## config.mk

```make
export PLATFORM = sky130hd
export DESIGN_NAME = tri_color_mode_ctrl_flat
export DESIGN_NICKNAME = d
export VERILOG_FILES = /design/src/rtl/tri_color_pkg.sv /design/src/rtl/tri_color_mode_ctrl_if.sv /design/src/rtl/pwm_gen.sv /design/src/rtl/tri_color_mode_ctrl.sv /design/src/flat_wrapper.sv
export SDC_FILE = /design/constraint.sdc
export NUM_CORES = 1
export LEC_CHECK = 0
export BUFFER_PORTS_ARGS = -buffer_cell sky130_fd_sc_hd__buf_2
export CAP_MARGIN = 20
export CORE_MARGIN = 2
export CORE_UTILIZATION = 28
export DETAILED_ROUTE_END_ITERATION = 7
export PLACE_DENSITY = 0.45
export SETUP_SLACK_MARGIN = 0.5
export SLEW_MARGIN = 20
export SYNTH_ARGS = -nofsm -noshare
export SYNTH_HDL_FRONTEND = slang
export SYNTH_HIERARCHICAL = 1
export SYNTH_SLANG_ARGS = --single-unit
```

## constraint.sdc

```tcl
create_clock -name Sys_CLK -period 2.5 [get_ports Sys_CLK]
set_clock_uncertainty 0.15 [all_clocks]
set_input_delay 0.375 -clock Sys_CLK [delete_from_list [all_inputs] [get_ports Sys_CLK]]
set_output_delay 0.375 -clock Sys_CLK [all_outputs]
set_load 0.1 [all_outputs]
```

## src/rtl/tri_color_pkg.sv

```systemverilog
// Shared encodings and helpers for the tri-colour LED mode controller.
//   - mode_e : display-mode codes stepped by the switch event
//   - col_e  : colour index used by the timed colour rotation
//   - led_pins / mode_next / col_next : small combinational helpers
package tri_color_pkg;

   localparam int unsigned MODE_W = 3;
   localparam int unsigned COL_W  = 2;
   localparam int unsigned LED_W  = 3;

   typedef enum logic [MODE_W-1:0] {
      MODE_OFF    = 3'd0,
      MODE_RED    = 3'd1,
      MODE_GREEN  = 3'd2,
      MODE_BLUE   = 3'd3,
      MODE_WHITE  = 3'd4,
      MODE_CYCLE  = 3'd5,
      MODE_BREATH = 3'd6
   } mode_e;

   typedef enum logic [COL_W-1:0] {
      COL_R = 2'd0,
      COL_G = 2'd1,
      COL_B = 2'd2
   } col_e;

   // Lit-mask {R,G,B} to pin levels for the board's LED polarity.
   function automatic logic [LED_W-1:0] led_pins(input logic [LED_W-1:0] lit,
                                                 input logic active_low);
      return active_low ? ~lit : lit;
   endfunction

   // Ring successor; any unnamed code falls back to OFF.
   function automatic mode_e mode_next(input mode_e m);
      case (m)
         MODE_OFF:    return MODE_RED;
         MODE_RED:    return MODE_GREEN;
         MODE_GREEN:  return MODE_BLUE;
         MODE_BLUE:   return MODE_WHITE;
         MODE_WHITE:  return MODE_CYCLE;
         MODE_CYCLE:  return MODE_BREATH;
         default:     return MODE_OFF;
      endcase
   endfunction

   function automatic col_e col_next(input col_e c);
      case (c)
         COL_R:   return COL_G;
         COL_G:   return COL_B;
         default: return COL_R;
      endcase
   endfunction

endpackage

```

## src/rtl/tri_color_mode_ctrl_if.sv

```systemverilog
// Key-event / LED-pin bundle of the tri-colour mode controller.
//   fake_switch : one-cycle advance pulse (master -> slave)
//   mode        : current mode code (slave -> master)
//   LED_R/G/B   : LED pin levels (slave -> master)
interface tri_color_mode_ctrl_if;
   import tri_color_pkg::*;

   logic              fake_switch;
   logic [MODE_W-1:0] mode;
   logic              LED_R;
   logic              LED_G;
   logic              LED_B;

   modport master (output fake_switch, input mode, LED_R, LED_G, LED_B);
   modport slave  (input fake_switch, output mode, LED_R, LED_G, LED_B);
endinterface

```

## src/rtl/pwm_gen.sv

```systemverilog
// Free-running PWM counter with duty compare.
//   Sys_CLK, Sys_RST : clock, synchronous active-high reset
//   clr              : hold counter at 0
//   duty             : on-time in counter ticks (0 = always off)
//   pwm_on           : high while counter < duty
module pwm_gen #(
   parameter int unsigned PWM_BITS = 8
) (
   input  logic                Sys_CLK,
   input  logic                Sys_RST,
   input  logic                clr,
   input  logic [PWM_BITS-1:0] duty,
   output logic                pwm_on
);

   logic [PWM_BITS-1:0] cnt_q;

   always_ff @(posedge Sys_CLK) begin
      if (Sys_RST || clr) begin
         cnt_q <= '0;
      end else begin
         cnt_q <= cnt_q + PWM_BITS'(1);
      end
   end

   // Compare against the registered count; the caller registers the result.
   assign pwm_on = (cnt_q < duty);

endmodule

```

## src/rtl/tri_color_mode_ctrl.sv

```systemverilog
// Steps a tri-colour LED through OFF/RED/GREEN/BLUE/WHITE/CYCLE/BREATH on
// each key event and drives the pins, including timed colour rotation and
// a PWM breathing ramp.
//   Sys_CLK, Sys_RST : clock, synchronous active-high reset
//   bus (slave)      : fake_switch in; mode, LED_R/G/B out (all registered)
module tri_color_mode_ctrl
   import tri_color_pkg::*;
#(
   parameter int unsigned CYCLE_TICKS       = 50_000_000,
   parameter int unsigned BREATH_STEP_TICKS = 97_656,
   parameter int unsigned PWM_BITS          = 8,
   parameter int unsigned LED_ACTIVE_LOW    = 1
) (
   input  logic                 Sys_CLK,
   input  logic                 Sys_RST,
   tri_color_mode_ctrl_if.slave bus
);

   localparam int unsigned CYC_W = (CYCLE_TICKS > 1) ? $clog2(CYCLE_TICKS) : 1;
   localparam int unsigned BR_W  = (BREATH_STEP_TICKS > 1) ? $clog2(BREATH_STEP_TICKS) : 1;

   localparam logic [CYC_W-1:0]    CYC_LAST = CYC_W'(CYCLE_TICKS - 1);
   localparam logic [BR_W-1:0]     BR_LAST  = BR_W'(BREATH_STEP_TICKS - 1);
   localparam logic [PWM_BITS-1:0] DUTY_MAX = '1;
   localparam logic                ACT_LOW  = (LED_ACTIVE_LOW != 0);

   mode_e               mode_q;
   logic [CYC_W-1:0]    cyc_tmr_q;
   col_e                col_q;
   logic [BR_W-1:0]     br_tmr_q;
   logic [PWM_BITS-1:0] duty_q;
   logic                dir_up_q;
   logic [LED_W-1:0]    led_q;

   logic                pwm_on;
   logic                pwm_clr;
   logic [LED_W-1:0]    lit_c;

   // PWM counter only runs while settled in BREATH; a mode change reloads it.
   assign pwm_clr = bus.fake_switch || (mode_q != MODE_BREATH);

   pwm_gen #(.PWM_BITS(PWM_BITS)) u_pwm (
      .Sys_CLK (Sys_CLK),
      .Sys_RST (Sys_RST),
      .clr     (pwm_clr),
      .duty    (duty_q),
      .pwm_on  (pwm_on)
   );

   // Lit-mask {R,G,B} for the current mode.
   always_comb begin
      lit_c = 3'b000;
      case (mode_q)
         MODE_RED:    lit_c = 3'b100;
         MODE_GREEN:  lit_c = 3'b010;
         MODE_BLUE:   lit_c = 3'b001;
         MODE_WHITE:  lit_c = 3'b111;
         MODE_CYCLE: begin
            case (col_q)
               COL_R:   lit_c = 3'b100;
               COL_G:   lit_c = 3'b010;
               COL_B:   lit_c = 3'b001;
               default: lit_c = 3'b000;
            endcase
         end
         MODE_BREATH: lit_c = {LED_W{pwm_on}};
         default:     lit_c = 3'b000;
      endcase
   end

   // Mode register, colour-rotation timer, breathing ramp and pin register.
   always_ff @(posedge Sys_CLK) begin
      if (Sys_RST) begin
         mode_q    <= MODE_OFF;
         cyc_tmr_q <= '0;
         col_q     <= COL_R;
         br_tmr_q  <= '0;
         duty_q    <= '0;
         dir_up_q  <= 1'b1;
         led_q     <= led_pins(3'b000, ACT_LOW);
      end else begin
         // Pins follow mode by exactly one register stage.
         led_q <= led_pins(lit_c, ACT_LOW);

         if (bus.fake_switch) begin
            // Mode change beats any coincident timer wrap.
            mode_q    <= mode_next(mode_q);
            cyc_tmr_q <= '0;
            col_q     <= COL_R;
            br_tmr_q  <= '0;
            duty_q    <= '0;
            dir_up_q  <= 1'b1;
         end else begin
            if (mode_q == MODE_CYCLE) begin
               if (cyc_tmr_q == CYC_LAST) begin
                  cyc_tmr_q <= '0;
                  col_q     <= col_next(col_q);
               end else begin
                  cyc_tmr_q <= cyc_tmr_q + CYC_W'(1);
               end
            end else begin
               cyc_tmr_q <= '0;
               col_q     <= COL_R;
            end

            if (mode_q == MODE_BREATH) begin
               if (br_tmr_q == BR_LAST) begin
                  br_tmr_q <= '0;
                  // Direction flips on arrival at an extreme, so each
                  // extreme lasts one step and duty never wraps.
                  if (dir_up_q) begin
                     duty_q <= duty_q + PWM_BITS'(1);
                     if (duty_q == DUTY_MAX - PWM_BITS'(1)) begin
                        dir_up_q <= 1'b0;
                     end
                  end else begin
                     duty_q <= duty_q - PWM_BITS'(1);
                     if (duty_q == PWM_BITS'(1)) begin
                        dir_up_q <= 1'b1;
                     end
                  end
               end else begin
                  br_tmr_q <= br_tmr_q + BR_W'(1);
               end
            end else begin
               br_tmr_q <= '0;
               duty_q   <= '0;
               dir_up_q <= 1'b1;
            end
         end
      end
   end

   assign bus.mode  = MODE_W'(mode_q);
   assign bus.LED_R = led_q[2];
   assign bus.LED_G = led_q[1];
   assign bus.LED_B = led_q[0];

endmodule
```

## src/flat_wrapper.sv

```systemverilog
// flat-port wrapper written by rule: the top's interface ports become plain ports
module tri_color_mode_ctrl_flat import tri_color_pkg::*;
#(
   parameter int unsigned CYCLE_TICKS       = 50_000_000,
   parameter int unsigned BREATH_STEP_TICKS = 97_656,
   parameter int unsigned PWM_BITS          = 8,
   parameter int unsigned LED_ACTIVE_LOW    = 1
)
  (Sys_CLK, Sys_RST, bus_fake_switch, bus_mode, bus_LED_R, bus_LED_G, bus_LED_B);
  tri_color_mode_ctrl_if bus_i ();
  input  logic Sys_CLK;
  input  logic Sys_RST;
  input wire logic [$bits(bus_i.fake_switch)-1:0] bus_fake_switch;
  output wire logic [$bits(bus_i.mode)-1:0] bus_mode;
  output wire logic [$bits(bus_i.LED_R)-1:0] bus_LED_R;
  output wire logic [$bits(bus_i.LED_G)-1:0] bus_LED_G;
  output wire logic [$bits(bus_i.LED_B)-1:0] bus_LED_B;
  assign bus_i.fake_switch = bus_fake_switch;
  assign bus_mode = bus_i.mode;
  assign bus_LED_R = bus_i.LED_R;
  assign bus_LED_G = bus_i.LED_G;
  assign bus_LED_B = bus_i.LED_B;
  tri_color_mode_ctrl #(.CYCLE_TICKS(CYCLE_TICKS), .BREATH_STEP_TICKS(BREATH_STEP_TICKS), .PWM_BITS(PWM_BITS), .LED_ACTIVE_LOW(LED_ACTIVE_LOW)) u_core (.Sys_CLK(Sys_CLK), .Sys_RST(Sys_RST), .bus(bus_i));
endmodule
```

* Yosys cells after proc, flatten, opt, wreduce, memory -nomap -nowiden
Index checks and enable logic that the tools add are counted.
** Storage, ports and cells
- Flip-flop bits (word level) :: 68
- Bits in latches :: 0
- RAM bits :: 0
- Memory bits (read-only) :: 0
- Input bits :: 3
- Output and inout port bits :: 6
- Logic and storage cells :: 46
- Memories kept :: 0
** Operators by class
- Add/subtract/negate cells :: 5
- Multiply operators :: 0
- Divide/modulo/power cells :: 0
- Magnitude comparators :: 1
- Eq/ne operators :: 13
- Shifts and indexed selects :: 0
- Multiplexer cells :: 8
- Bitwise gates (word level) :: 3
- Reduce and logical (&&, ||, !) cells :: 8
** Operators by type and width (count)
- one-hot mux 3 bit (6 select lines) :: 2
- adder 26 x 1 -> 26 bit, second input constant :: 1
- == test 26 bit, second input constant :: 1
- adder 17 x 1 -> 17 bit, second input constant :: 1
- == test 17 bit, second input constant :: 1
- adder 8 x 1 -> 8 bit, second input constant :: 2
- == test 3 bit, second input constant :: 3
- one-hot mux 3 bit (3 select lines) :: 1
- == test 8 x 1 -> 1 bit, second input constant :: 1
- == test 8 bit, second input constant :: 1
- less-than comparator 8 bit :: 1
- 2-to-1 mux 8 bit :: 1
- OR reduction 4 bit :: 2
- subtractor 8 x 1 -> 8 bit, second input constant :: 1
- == test 3 x 2 -> 1 bit, second input constant :: 2
- OR reduction 3 bit :: 2
- one-hot mux 2 bit (2 select lines) :: 1
- == test 3 x 1 -> 1 bit, second input constant :: 1
- zero test 3 bit :: 1
- 2-to-1 mux 1 bit :: 3
- != test 3 bit, second input constant :: 1
- NOT 3 bit :: 1
- == test 2 x 1 -> 1 bit, second input constant :: 1
- == test 2 bit, second input constant :: 1
- other kinds (3) :: 5

* Longest topological paths before layout
Gate-level depths: netlist of the first run.
- Depth after elaboration :: 4
- Mapped depth :: 9
- Gate-level depth less buffers :: 9

* Hierarchy
Netlist of the first run, hierarchy kept.
** By module, submodules not included
- tri_color_mode_ctrl :: times used 1, cells an instance 340, area an instance 2924.1 µm², sequential area each 1201.2 µm²
- pwm_gen :: times used 1, cells an instance 62, area an instance 494.2 µm², sequential area each 160.2 µm²

* Least setup slack after synthesis of the first run
OpenSTA, ideal clock, no wires.
- Path kind :: register to register
- From :: reg u_core.mode_q[2] (netlist: u_core/bus.mode[2])
- To :: reg u_core.cyc_tmr_q[20]
- Setup time :: 0.070 ns
- Arrival time :: 2.334 ns
- Required time :: 2.280 ns
- Setup slack :: -0.053 ns
- Stages on the path, launching flop included :: 6
- Path buffers :: 1
- Period minus slack after synthesis :: 2.553 ns
- Path through :: dfxtp_1 > or3b_2 > or3b_1 > o21bai_4 > buf_2 > a21oi_1
** On the way
- Cells in the longest elaborated chain, start to end :: 3
** Ends and longest elaborated chain
- from (decl) :: RTL line tri_color_mode_ctrl.sv:27 : mode_e mode_q;
- from (signal assigned) :: RTL line tri_color_mode_ctrl.sv:87 : mode_q <= mode_next(mode_q);
- == test 3 bit :: RTL line tri_color_mode_ctrl.sv:94 : if (mode_q == MODE_CYCLE) begin
- NOT 1 bit (no line)
- OR reduction 4 bit (no line)
- to (signal assigned) :: RTL line tri_color_mode_ctrl.sv:99 : cyc_tmr_q <= cyc_tmr_q + CYC_W'(1);
- to (decl) :: RTL line tri_color_mode_ctrl.sv:28 : logic [CYC_W-1:0] cyc_tmr_q;
No other way between the ends.
A chain may end at the register's enable or synchronous reset.

* Final worst setup path of the first run
- From :: reg u_core.br_tmr_q[1]
- To :: reg u_core.duty_q[5]
** On the way
- Cells in the longest elaborated chain, start to end :: 1
** Ends and longest elaborated chain
- from (decl) :: RTL line tri_color_mode_ctrl.sv:30 : logic [BR_W-1:0] br_tmr_q;
- from (signal assigned) :: RTL line tri_color_mode_ctrl.sv:123 : br_tmr_q <= br_tmr_q + BR_W'(1);
- == test 17 bit :: RTL line tri_color_mode_ctrl.sv:107 : if (br_tmr_q == BR_LAST) begin
- to (signal assigned) :: RTL line tri_color_mode_ctrl.sv:112 : duty_q <= duty_q + PWM_BITS'(1);
- to (signal assigned) :: RTL line tri_color_mode_ctrl.sv:117 : duty_q <= duty_q - PWM_BITS'(1);
- to (decl) :: RTL line tri_color_mode_ctrl.sv:31 : logic [PWM_BITS-1:0] duty_q;
No other way between the ends.

==> impl_results.md, run 1 <==
* Status: finished clean
* Vias at a little under 3k
* DP Wirelength at around 4800 um
* DIE AREA at 0.01311 mm^2
* Clk sink count at 68
* Vias per cell at slightly above 5
* Critical Path Start: u_core/br_tmr_q[1]
* Clock buffer depth at 2
* Hold_buf cts at 0
* Logic pwr share at 0.022
* Placed insts at between 500 and 600
* Final period util at 0.8033
* Max-slew violation count at 0
* Worst r2r src: u_core/br_tmr_q[1]
* Leak at roughly 1.3 nW
* Layout area overhead at 21.38%
* TritonCTS clock tree: yes
* Count leader, synth: dfxtp_1
* Hold WC Path Type: in2reg
* Routed Antenna Nets at 0
* Post-Layout Cell Count at between 500 and 600
* Clock share of power at 0.509
* GRT Resource Usage Total at 0.1224
* Layout cells sized above 1 at 0.1854
* Area share of the largest cell type after synthesis at 0.3982
* Reg2reg setup slack at 0.49 ns
* H-tree depth at 3
* Worst-margin pin slew at ~0.6 ns
* Post-Synthesis Cells at around 400
* Pwr/cell area at 563.4 mW/mm^2
* Worst vdd ir at ~0.25 mV
* CP Launch Type: register
* Register area share after synthesis at 0.3982
* CP Class: reg2reg
* Synth Flop Type: dfxtp_1
* Mean area per synthesized cell at ~8.5 um^2
* Min-Delay Path Depth at 2
* Die width at 114.5 um
* Worst-path clk slew at about 0.05 ns
* Internal power at ~0.0019 W
* Clock Latency Late Sink at about 0.33 ns
* N_diodes at 0
* R2R cell count at 5
* Die Y at around 110 um
* Routed wire length at between 7000 and 8000 um
* FF-to-FF End: u_core/duty_q[5]
* Slew HR at 0.6058
* TritonCTS Buffers at 9
* Synth unique cells at 48
* CP Cell Sequence: ha_4 -> nand4bb_4 -> or4_4 -> or4_1 -> a21oi_1
* Core box area at between 0.01 and 0.015 mm^2
* Register Area at approximately 0.0014 mm^2
* Syn. warnings at 6
* Seq cells post-synth at 68
* Worst Hold End: u_core/bus.mode[1]
* # setup viols final at 0
* Most frequent cells after synthesis: 68 x dfxtp_1, 42 x nor2_1, 36 x a21oi_1
* NumNets Final at 440
* Vias in the first global route at roughly 2.7k
* Row Count at 40
* Largest net degree at the start of global routing at 18
* IO Count at 9
* Crit path required time at 2.61 ns
* Mapped cell area at about 0.0034 mm^2
* Top post-synthesis cells by area: dfxtp_1 40%, a21oi_1 5.3%, ha_1 5.1%
* Post-synth top area cell: dfxtp_1
* Multi-input logic area at ~0.002 mm^2
* Switching power total at roughly 0.00048 W
* Hold path startpoint: Sys_RST
* Fill count at 1245
* Initial Utilization at 0.2858
* PortBufs at 8
* Critical path depth at 5
* Setup TNS at 0 ns
* Root buffer cell: clkbuf_16
* Worst Path Max Fanout at 5
* Critical Path AT at roughly 2.1 ns
* Max Clk Rate at ~500 MHz
* RSZ-0062 raised after global routing: yes
* Minimum clock period at ~2.0 ns
* Initial DRC count at 81
* GRT overflow at 0
* Initial antenna violation count at 0
* CP max-delay cell: or4_1
* Routability congestion estimate at a little under 0.8
* Syn Nets at approximately 420
* WL/cell at between 10 and 15 um
* Seq pwr share at 0.468
* Final Hold Vio Count at 0
* Max_cap viols at 0
* Pre-antenna DRT Iters at 6
* Crit-path max cell delay at ~0.52 ns
* Delay-heaviest family, CP: simple AND/OR/NAND/NOR gates
* Remaining DRCs at 0
* Crit end category: register
* Post-synth EDFFs at 0
* Critical path buffers and inverters at 0
* Async S/R FF share, synth at 0
* Switching Share at 0.2065
* First-pass GRT wire length at roughly 13000 um
sequential cells by signal, indices dropped and copies added (netlist names):
register	count
u_core/col_q	2
u_core/led_q	3
u_core/cyc_tmr_q	26
u_core/dir_up_q	1
u_core/u_pwm/cnt_q	8
u_core/bus.mode	3
u_core/br_tmr_q	17
u_core/duty_q	8
layout make-up:
cell class / instances / area share
Clock buffer: 11 / 0.05609
Clock inverter: 3 / 0.009650
Inverter: 16 / 0.01448
Multi-Input combinational cell: 301 / 0.4879
Sequential cell: 68 / 0.3335
Tap cell: 147 / 0.04433
Timing Repair Buffer: 27 / 0.05398
per-layer routing:
layer | part of all wire | global-route usage
met5 | 0 | 0
met4 | 0.0085 | 0.03496
met3 | 0.026 | 0.04023
met2 | 0.46 | 0.1909
met1 | 0.51 | 0.1613
through the flow:
stage          worst slack [ns]  total power (W)  cell area (um^2)  utilization  hold slack (ns)
6_report                 0.4918         0.002338              4149       0.3469           0.1583
5_1_grt                  0.4062         0.002436              4149       0.3469           0.1517
4_1_cts                  0.4593         0.002379              4053       0.3388           0.1414
3_5_place_dp             0.2563         0.001170              3612       0.3020           0.2844
3_3_place_gp             0.2976         0.001170              3612       0.3020           0.2753
2_1_floorplan            0.5020         0.001159              3462            -           0.2621
how the worst max path moves through the flow:
stage / to / slack [ns]
finish: u_core/duty_q[5] / 0.49
global route: u_core/duty_q[6] / 0.41
CTS: u_core/col_q[0] / 0.46
detailed placement: u_core/duty_q[2] / 0.26
global placement: u_core/duty_q[5] / 0.30
floorplan: u_core/cyc_tmr_q[2] / 0.50
power groups by stage:
stage	registers, W	clock network (W)	logic [W]
floorplan	0.00114	0	0.0000165
global placement	0.00112	0	0.0000512
detailed placement	0.00112	0	0.0000514
CTS	0.00109	0.00123	0.0000516
global route	0.00109	0.00128	0.0000562
finish	0.00109	0.00119	0.0000525
cell families (layout without fill, tap and decap cells):
kind of cell / count (synthesis) / in the layout / synth area share
and+or+nand+nor: 172 / 173 / 0.2829
AOI/OAI and AO/OA: 83 / 84 / 0.1439
DFF: 68 / 68 / 0.3982
muxes: 3 / 3 / 0.008785
adders and majority gates: 14 / 14 / 0.05125
buffers and inverters: 35 / 57 / 0.04575
xor gates and xnor gates: 27 / 27 / 0.06918
cell usage in the layout (no fill, tap or decap), types with 14 or more instances in the layout:
cell type  count
inv_1         16
nor2_1        42
dfxtp_1       56
buf_4         15
nand4_1       14
or3_1         15
xor2_1        18
a21oi_1       34
nand2_1       16
o21ai_0       21
nand3_1       23
timing repair:
action / in CTS / in global routing
endpoints found under the setup margin: 51 / 54
resized for setup: 12 / 15
gates cloned: 2 / 0
buffers inserted: 8 / 6
pin swaps: 3 / 5
endpoints found under the hold margin: 0 / 0
(Power assumes the default switching activity.)
==> run 2: changes to the inputs <==
- PLACE_DENSITY: 0.45 -> 0.47
- clock period: 2.5 -> 1.8 ns (I/O delays scaled with it)
==> run 2 against run 1 <==
  * The run now ends with setup timing left
  * Critical path depth is the same
  * Hold slack lost 0.049 ns
  * Sequential share of layout area shrank 7.1 points
  * Total power grew 50%
  * Cell count grew 15%
  * Highest routed layer unchanged
  * Clock power grew 55%
  * Largest cell class unchanged
  * Register-to-register slack lost 0.66 ns
  * Design area grew 30%
  * Via count grew 13%
  * Routed wire length grew 20%
==> impl_results.md, run 2 (synthesized netlist as in run 1, its figures left out) <==
* Status: finished, violations left
* WL/cell at 13.71 um
* Final period util at 1.096
* GRT overflow at 0
* Die Y at 114.5 um
* Hold Slack at 0.1089 ns
* Clock buffer depth at 2
* Seq pwr share at 0.433
* DP Wirelength at between 5000 and 6000 um
* Critical path buffers and inverters at 0
* TritonCTS clock tree: yes
* CP Cell Sequence: ha_4 -> nand4bb_4 -> or4_4 -> or4_1 -> a21oi_1
* N_diodes at 0
* Routed Antenna Nets at 0
* Post-Layout Cell Count at between 600 and 700
* Reg with most FFs: u_core/cyc_tmr_q
* Place WS at -0.2851 ns
* Switching Share at 0.2131
* Core box area at approximately 0.012 mm^2
* Hold WC Path Type: in2reg
* Max-slew violation count at 0
* CP Launch Type: register
* Placed insts at just over 600
* Setup WS post-layout at -0.1730 ns
* Initial antenna violation count at 0
* Most common cell after layout, fill and taps aside: buf_4
* Biggest regs: u_core/cyc_tmr_q: 26 flops, u_core/br_tmr_q: 17 flops
* Largest register FFs at 26
* Initial Utilization at 0.2858
* Clock share of power at 0.528
* RSZ-0062 raised after global routing: yes
* Delay-heaviest family, CP: simple AND/OR/NAND/NOR gates
* Crit path required time at about 1.9 ns
* TritonCTS Buffers at 9
* Minimum clock period at approximately 2.0 ns
* Critical Path AT at 2.09 ns
* First-pass GRT wire length at 14460 um
* DIE AREA at about 0.013 mm^2
* Switching power total at 0.0007449 W
* Pwr/cell area at roughly 650 mW/mm^2
* Vias at 3312
* IO Count at 9
* Logic pwr share at 0.040
* Failing checks: setup timing
* Clk sink count at 68
* Vias in the first global route at between 3k and 4k
* PortBufs at 8
* Slew HR at 0.7293
* Initial DRC count at about 110
* Worst-path clk slew at 0.06 ns
* Leak at around 1.9 nW
* Vias per cell at just over 5
* Layout area overhead at 57.98%
* Worst-margin pin slew at ~0.40 ns
* H-tree depth at 3
* Remaining DRCs at 0
* Hold_buf cts at 0
* Fill count at roughly 1.1k
* NumNets Final at roughly 520
* Die width at 114.5 um
* Max Clk Rate at around 510 MHz
* Worst vdd ir at about 0.52 mV
* Clock Latency Late Sink at 0.34 ns
* Most frequent cells in the layout: 88 x buf_4, 35 x dfxtp_1, 30 x nor2_1, 27 x dfxtp_2, 23 x nand3_1
* Multi-input logic area at approximately 0.0024 mm^2
* Routed wire length at approximately 9000 um
* # setup viols final at 50
* Setup TNS at -5.275 ns
* CP max-delay cell: or4_1
* Layout cells sized above 1 at 0.4716
* Final Hold Vio Count at 0
* Worst Path Max Fanout at 5
* Root buffer cell: clkbuf_16
* CP Class: reg2reg
* Routability congestion estimate at just under 0.8
* Largest net degree at the start of global routing at 18
* Crit end category: register
* GRT Resource Usage Total at 0.1396
* Internal power at roughly 0.0028 W
* Max_cap viols at 0
* Crit-path max cell delay at a little over 0.5 ns
* Register Area at approximately 0.0014 mm^2
* Pre-antenna DRT Iters at 4
* Row Count at 40
==> run 2: power groups by stage <==
stage | combinational (W) | sequential, W | clock [W]
floorplan | 0.0000254 | 0.00159 | 0
detailed placement | 0.0000780 | 0.00155 | 0
finish | 0.000138 | 0.00151 | 0.00184
CTS | 0.000121 | 0.00151 | 0.00191
global placement | 0.0000777 | 0.00155 | 0
global route | 0.000145 | 0.00151 | 0.00198
==> run 2: timing repair <==
| item | in CTS | in global routing |
|---|---|---|
| cloned | 4 | 1 |
| pin swaps | 15 | 13 |
| setup buffers | 19 | 6 |
| setup endpoints to repair | 71 | 73 |
| resized for setup | 84 | 49 |
==> run 2: layout make-up <==
cell class | count | share of cell area
inverter | 16 | 0.01158
timing repair buffer | 111 | 0.1956
multi-input combinational | 300 | 0.4384
clock inverter | 4 | 0.008341
sequential | 68 | 0.2625
tap | 147 | 0.03406
clock buffer | 12 | 0.04958
==> run 2: per-layer routing <==
layer  track usage  vias to the layer above  share of wire  routed length (um)
li1              -                     1677              -                   -
met1        0.1664                     1593           0.46                4156
met2        0.2410                       33           0.50                4521
met3       0.04129                        9          0.026                 238
met4       0.04309                        0          0.012                 106
met5             0                        -              0                   0
==> run 2: worst register-to-register path, stage by stage (launching register included) <==
cell and delay, ns:
dfxtp_2 0.35, ha_4 0.16, nand4bb_4 0.12, or4_4 0.47
or4_1 0.51, a21oi_1 0.15
==> run 2: through the flow <==
step,util,area (um^2),power [W]
5_1_grt,0.4515,5400,0.003634
4_1_cts,0.4272,5110,0.003546
2_1_floorplan,-,3592,0.001611
6_report,0.4515,5400,0.003495
3_5_place_dp,0.3558,4255,0.001630
3_3_place_gp,0.3558,4255,0.001629
==> run 2: worst paths after layout <==
path | startpoint | endpoint | slack [ns] | cells after the start
setup / recovery | u_core/br_tmr_q[1] | u_core/duty_q[5] | -0.17 | 5
hold / removal | Sys_RST | u_core/bus.mode[1] | 0.11 | 3
setup reg to reg | u_core/br_tmr_q[1] | u_core/duty_q[5] | -0.17 | 5
hold reg to reg | u_core/cyc_tmr_q[0] | u_core/cyc_tmr_q[0] | 0.29 | 1
